### src/rtl/alu_cmd_sequencer.sv
// Command front-end for the 4-bit ALU: buffers {opA, opB, op} commands in a small FIFO,
// issues them one at a time through registered ALU inputs and returns each result over valid/ready.
module alu_cmd_sequencer #(
  parameter int FIFO_DEPTH = 4,
  parameter int CNT_W      = 16
) (
  input  logic             clk,
  input  logic             rst,
  input  logic             cmd_valid,
  output logic             cmd_ready,
  input  logic [3:0]       cmd_opa,
  input  logic [3:0]       cmd_opb,
  input  logic [2:0]       cmd_op,
  output logic [3:0]       alu_operandA,
  output logic [3:0]       alu_operandB,
  output logic [2:0]       alu_operation,
  input  logic [7:0]       alu_result,
  output logic             rsp_valid,
  input  logic             rsp_ready,
  output logic [7:0]       rsp_result,
  output logic             rsp_zero,
  output logic             rsp_illegal,
  output logic             busy,
  output logic [CNT_W-1:0] done_count
);

  localparam int PTR_W = (FIFO_DEPTH > 1) ? $clog2(FIFO_DEPTH) : 1;

  typedef enum logic [1:0] {IDLE, ISSUE, HOLD} stateT;

  typedef struct packed {
    logic [3:0] opA;
    logic [3:0] opB;
    logic [2:0] op;
  } cmdT;

  stateT            state;
  stateT            nextState;
  cmdT              fifoMem [FIFO_DEPTH];
  cmdT              headCmd;
  logic [PTR_W-1:0] wrPtr;
  logic [PTR_W-1:0] rdPtr;
  logic [PTR_W:0]   occupancy;
  logic             fifoFull;
  logic             fifoEmpty;
  logic             push;
  logic             pop;
  logic             rspTaken;

  assign fifoFull  = (occupancy == (PTR_W+1)'(FIFO_DEPTH));
  assign fifoEmpty = (occupancy == '0);
  assign cmd_ready = !fifoFull;
  assign push      = cmd_valid && cmd_ready;
  assign headCmd   = fifoMem[rdPtr];
  assign rspTaken  = (state == HOLD) && rsp_valid && rsp_ready;
  assign busy      = (state != IDLE) || !fifoEmpty;

  // Storage needs no reset; occupancy alone decides which entries are meaningful.
  always_ff @(posedge clk) begin
    if (push) begin
      fifoMem[wrPtr] <= '{opA: cmd_opa, opB: cmd_opb, op: cmd_op};
    end
  end

  always_ff @(posedge clk) begin
    if (rst) begin
      wrPtr     <= '0;
      rdPtr     <= '0;
      occupancy <= '0;
    end else begin
      if (push) begin
        wrPtr <= wrPtr + PTR_W'(1);
      end
      if (pop) begin
        rdPtr <= rdPtr + PTR_W'(1);
      end
      case ({push, pop})
        2'b10:   occupancy <= occupancy + (PTR_W+1)'(1);
        2'b01:   occupancy <= occupancy - (PTR_W+1)'(1);
        default: occupancy <= occupancy;
      endcase
    end
  end

  // A pop happens from IDLE, or back-to-back from HOLD on the same edge as the handshake.
  always_comb begin
    nextState = state;
    pop       = 1'b0;
    case (state)
      IDLE: begin
        if (!fifoEmpty) begin
          pop       = 1'b1;
          nextState = ISSUE;
        end
      end
      ISSUE: begin
        nextState = HOLD;
      end
      HOLD: begin
        if (rsp_valid && rsp_ready) begin
          if (!fifoEmpty) begin
            pop       = 1'b1;
            nextState = ISSUE;
          end else begin
            nextState = IDLE;
          end
        end
      end
      default: begin
        nextState = IDLE;
      end
    endcase
  end

  always_ff @(posedge clk) begin
    if (rst) begin
      state         <= IDLE;
      alu_operandA  <= '0;
      alu_operandB  <= '0;
      alu_operation <= '0;
      rsp_valid     <= 1'b0;
      rsp_result    <= '0;
      rsp_zero      <= 1'b0;
      rsp_illegal   <= 1'b0;
      done_count    <= '0;
    end else begin
      state <= nextState;
      if (pop) begin
        alu_operandA  <= headCmd.opA;
        alu_operandB  <= headCmd.opB;
        alu_operation <= headCmd.op;
      end
      // The ALU has had a full cycle to settle on the registered inputs.
      if (state == ISSUE) begin
        rsp_valid   <= 1'b1;
        rsp_result  <= alu_result;
        rsp_zero    <= (alu_result == 8'h00);
        rsp_illegal <= (alu_operation > 3'b100);
      end
      if (rspTaken) begin
        rsp_valid  <= 1'b0;
        done_count <= done_count + CNT_W'(1);
      end
    end
  end

endmodule
### config.mk
export PLATFORM = sky130hd
export DESIGN_NAME = alu_cmd_sequencer
export DESIGN_NICKNAME = d
export VERILOG_FILES = /design/src/rtl/alu_cmd_sequencer.sv
export SDC_FILE = /design/constraint.sdc
export NUM_CORES = 1
export LEC_CHECK = 0
export BUFFER_PORTS_ARGS = -buffer_cell sky130_fd_sc_hd__buf_2
export CORE_MARGIN = 2
export CORE_UTILIZATION = 35
export CTS_CLUSTER_SIZE = 24
export DETAILED_ROUTE_END_ITERATION = 6
export PLACE_DENSITY = 0.52
export SLEW_MARGIN = 15
export SYNTH_ARGS = -nofsm -noshare
export SYNTH_HDL_FRONTEND = slang
export SYNTH_SLANG_ARGS = --single-unit
### constraint.sdc
create_clock -name clk -period 3.03 [get_ports clk]
set_clock_uncertainty 0.05 [all_clocks]
set_input_delay 0.606 -clock clk [delete_from_list [all_inputs] [get_ports clk]]
set_output_delay 0.606 -clock clk [all_outputs]
set_load 0.02 [all_outputs]
### Word-level counts from Yosys, hierarchy flattened

Memories as Yosys holds them, arrays and structs flattened. A register that Yosys moved wholly into a read port is not among the register bits.
Cells that the tools add are included.

* $add $sub $neg: 5
* magnitude comparators: 1
* eq/ne operators: 7
* muxes and demuxes: 10
* reductions and logical operators: 14

Operators with widths (count)
* $add A16 B1 Y16 const B: 1
* $logic_not A8 Y1: 1
* $pmux W2 S3: 1
* $pmux W3 S2: 1
* $mux W1: 5
* $add A2 B1 Y2 const B: 2
* $eq A2 B1 Y1 const B: 2
* $eq A2 B2 Y1 const B: 2
* $logic_and A1 B1 Y1: 4
* $mux W2: 2
* $reduce_bool A2 Y1: 2
* $add A3 B1 Y3 const B: 1
* $eq A3 B3 Y1 const B: 1
* $gt A3 B3 Y1 const B: 1
* $logic_not A3 Y1: 1
* $sub A3 B1 Y3 const B: 1
* $logic_not A1 Y1: 2
* $logic_not A2 Y1: 1
* $ne A2 B1 Y1 const B: 1
* $ne A2 B2 Y1 const B: 1
* $pmux W1 S2: 1
* $reduce_and A2 Y1: 1
* $reduce_or A2 Y1: 1
* $logic_or A1 B1 Y1: 1

* flip-flop bits (word level): 36
* bits in writable memories: 44
* input port bits: 23
* logic and storage cells: 47
* memories: 1

Memory list
* fifoMem: words 4, width 11, rd ports 1, clocked after memory_dff 1, write ports 1, RTL line 39 `cmdT fifoMem [FIFO_DEPTH];`

### Longest topological paths before layout

* depth after elaboration: 6
* gate-level depth with buffers: 10
* gate-level depth less buffers: 9

### Worst setup path before layout

OpenSTA, ideal clock, no wires.

* kind: input to register
* from: input port rsp_ready
* to: register occupancy[2]
* library setup time: 0.070 ns
* data arrival time: 2.546 ns
* required time: 2.910 ns
* slack: 0.365 ns
* cell stages on the path: 10
* path buffers: 1
* path through: a21boi_0 -> or3_1 -> inv_1 -> buf_2 -> ha_1 -> inv_1 -> fa_1 -> xor2_1 -> or3_1 -> a21oi_1

* word-level cells in the longest chain between the ends: 5
* elaborated cells on any way between the ends: 7
* those cells by class: eq/ne (2); mux (3); reduce/logical (2)

RTL lines
* from (decl): RTL line 19 `input logic rsp_ready,`
* $logic_and A1 B1 Y1 *: RTL line 100 `if (rsp_valid && rsp_ready) begin`
* $mux W1 *: RTL line 100
* $pmux W1 S2 *: RTL line 89 `case (state)`
* net pop: RTL line 47 `logic pop;`
* $eq A2 B1 Y1 / $eq A2 B2 Y1 (equally long branches): RTL line 77 `case ({push, pop})`
* $pmux W3 S2 / $reduce_bool A2 Y1 (equally long branches)
* to (signal assigned): RTL line 78 `2'b10: occupancy <= occupancy + (PTR_W+1)'(1);`
* to (signal assigned): RTL line 79 `2'b01: occupancy <= occupancy - (PTR_W+1)'(1);`
* to (signal assigned): RTL line 80 `default: occupancy <= occupancy;`
* to (decl): RTL line 43 `logic [PTR_W:0] occupancy;`

The timed path passes the listed nets; every way through them passes the cells marked *.
A chain may end at the register's enable or synchronous reset.

### Worst setup path after layout

* from: register occupancy[2]
* to: register occupancy[2]

* word-level cells in the longest chain between the ends: 6
* elaborated cells on any way between the ends: 13
* those cells by class: add/sub (2); eq/ne (3); mux (4); reduce/logical (4)

RTL lines
* $logic_not A3 Y1: RTL line 51 `assign fifoEmpty = (occupancy == '0);`
* $mux W1: RTL line 91, 101
* $mux W1: RTL line 100
* $pmux W1 S2: RTL line 89
* $eq A2 B1 Y1 / $eq A2 B2 Y1 (equally long branches): RTL line 77
* $pmux W3 S2 / $reduce_bool A2 Y1 (equally long branches)

Parallel ways exist; a longest one is shown, timed or not.

==> results_dict.tcl <==
set metrics [dict create \
    synth_enable_flop_cells 44 \
    start_util_pct 36.33 \
    synth-main-ff-cell "dfxtp_1" \
    hold_start "cmd_opa[0]" \
    core_area_um2 9864 \
    arrival_ns 2.67 \
    worst_pin_slew_ns 0.8145 \
    cap_violations 0 \
    tritoncts "done" \
    layout_min_cycle_time_ns 2.439 \
    fp.dieW_um 105.2 \
    setup_slack_ns 0.5911 \
    cts-resized-gates 0 \
    dieArea_um2 11060 \
    vias 2376 \
    yosysWarnings 0 \
    detail_route.first_pass.iterations 4 \
    status "finished clean" \
    startpoint_type "register" \
    holdBufCountCts 0 \
    die_h_um 105.2 \
    ff2ff_setup_slack_ns 0.59 \
    syn_to_final_growth_pct 18.68 \
    hold_violations 0 \
    final_area_um2 4253 \
    layout_common_cells "62 x buf_2, 51 x nand2_1, 47 x dfxtp_1" \
    crit_slowest_cell "or3b_1" \
    place_area_um2 4041 \
    grt_pass1_vias 2256 \
    drive_gt1_share_pct 26.78 \
    wl_per_cell_um 14.29 \
    crit_buf_inv 2 \
    drv_slew 0 \
    clock_latency_ns 0.35 \
    ff2ff_path_depth 9 \
    cts_buffers 9 \
    cts_buffer_depth 2 \
    ant_nets 0 \
    ys_async_sr_fraction_pct 0 \
    powerDensity_nw_per_um2 804.1 \
    port_buffers 62 \
    crit_fanout 6 \
    endpoint_kind "register" \
    final_nets 391 \
    critPathTopFamily "simple AND/OR/NAND/NOR gates" \
    critical-path-max-stage-delay_ns 0.43 \
    num_io_pins 63 \
    dpl_worst_slack_ns 0.4456 \
    critical_path.cell_chain "or3b_1 -> and2_1 -> inv_1 -> ha_1 -> inv_1 -> fa_1 -> xor2_1 -> or3_1 -> a21oi_1" \
    core.rowCount 36 \
    crit_required_ns 3.27 \
    min_path_type "input pin to register" \
    slew_headroom_pct 45.62 \
    leakagePower_nw 1.589 \
    drt-initial-drc-count 85 \
    avgSynthCellArea_um2 12.07 \
    grt_pass1_wl_mm 11.54 \
    overflow 0 \
    cts_max_level 3 \
    postCtsSetupBuffers 0 \
    wl_mm 7.130 \
    dpl.hpwl_mm 4.749 \
    ir_worst_vdd_mv 0.3838 \
    fin_crit_sh_pct 80.49 \
    whs_path_depth 1 \
    timing.hold.ws_ns 0.4040 \
    synth-seq-cells 91 \
    reg2reg_to "occupancy[2]" \
    clk_pin_slew_ns 0.10 \
    synth-seq-area-share_pct 63.13 \
    crit_top_cell "inv_1" \
    root_buffer "clkbuf_8" \
    synth_area_um2 3583 \
    grt_max_degree 27 \
    rr_startpoint "occupancy[2]" \
    final_common_cell "buf_2" \
    setup_viol 0 \
    fmax_mhz 410.0 \
    antenna_cells 0 \
    rsz0062_at_grt "no" \
    track_usage_pct 13.51 \
    ys_types 35 \
    postSynthCellCount 297 \
    vias_per_cell 4.762 \
    crit_type "register to register" \
    synth_fp_nets 327 \
    cts_sinks 91 \
    drc 0 \
    antenna_found_initial 0 \
    fin_tns_setup_ns 0 \
    place_congestion 0.7610 \
    holdPathEnd "fifoMem[3][7]" \
]
==> power by group <==
part / internal, mW / switching, mW
clock network: 0.403 / 0.462
logic: 0.369 / 0.546
registers: 1.49 / 0.152
==> metal layers <==
layer | track usage, % | wire [µm] | up-vias
met2 | 21.29 | 3223 | 60
met5 | 0 | 0 | -
li1 | - | - | 1179
met4 | 3.714 | 53 | 0
met1 | 17.64 | 3435 | 1132
met3 | 4.741 | 418 | 5
==> worst max-delay path by stage <==
stage / depth (start not counted) / from / slack [ns] / end
2_1_floorplan: 10 / rsp_ready / 0.36 / occupancy[2]
3_3_place_gp: 10 / rsp_ready / 0.48 / occupancy[2]
3_5_place_dp: 10 / rsp_ready / 0.45 / occupancy[2]
4_1_cts: 9 / occupancy[2] / 0.57 / occupancy[2]
5_1_grt: 9 / occupancy[2] / 0.39 / occupancy[2]
6_report: 9 / occupancy[2] / 0.59 / occupancy[2]
==> kinds of logic (layout without fill, tap and decap cells) <==
group / after synthesis / after routing / synth area share [%]
and+or+nand+nor: 115 / 115 / 15.50
buffers and inverters: 21 / 90 / 2.304
adders and majority gates: 7 / 7 / 2.654
muxes: 12 / 12 / 7.228
xor gates and xnor gates: 17 / 17 / 4.155
DFF: 91 / 91 / 63.13
AOI/OAI and AO/OA: 34 / 34 / 5.028
==> layout make-up <==
cell class | instances | area, µm²
flip-flops and latches | 91 | 2262
well taps | 133 | 166.4
clock buffers | 9 | 123.9
clock inverters | 7 | 87.58
multi-input cells | 185 | 1239
inverters | 7 | 26.28
fillers | 972 | 5612
repair buffers | 67 | 347.8
==> cells in the mapped netlist (2+ instances only) <==
library cell	number	area, µm²
nand2_1	51	191.4
dfxtp_1	47	940.9
edfxtp_1	44	1321
a21oi_1	28	140.1
nor2_1	22	82.58
xnor2_1	12	105.1
clkbuf_1	11	41.29
mux4_2	11	247.7
inv_1	7	26.28
nor4_1	7	43.79
ha_1	6	75.07
nand3_1	5	25.02
nand4_1	5	31.28
nor3_1	5	25.02
xor2_1	5	43.79
and3_1	4	25.02
buf_2	3	15.01
nand2b_1	2	12.51
nor2b_1	2	12.51
o21ai_0	2	10.01
o31ai_1	2	15.01
or3_1	2	12.51
or4_1	2	15.01
==> registers in the layout, indices dropped and copies added (netlist names), 2 cells and up <==
name           flops
occupancy          3
alu_operandB       4
fifoMem           44
rdPtr              2
alu_operation      3
alu_operandA       4
state              2
wrPtr              2
done_count        16
rsp_result         8
==> stage by stage <==
step / total power [mW] / cells / util, %
finish: 3.420 / 499 / 43.11
global route: 3.642 / 499 / 43.11
CTS: 3.485 / 499 / 43.11
detailed placement: 2.604 / 483 / 40.97
global placement: 2.592 / 483 / 40.97
floorplan: 2.278 / 297 / -
No activity file was read; power rests on OpenSTA's default activity.
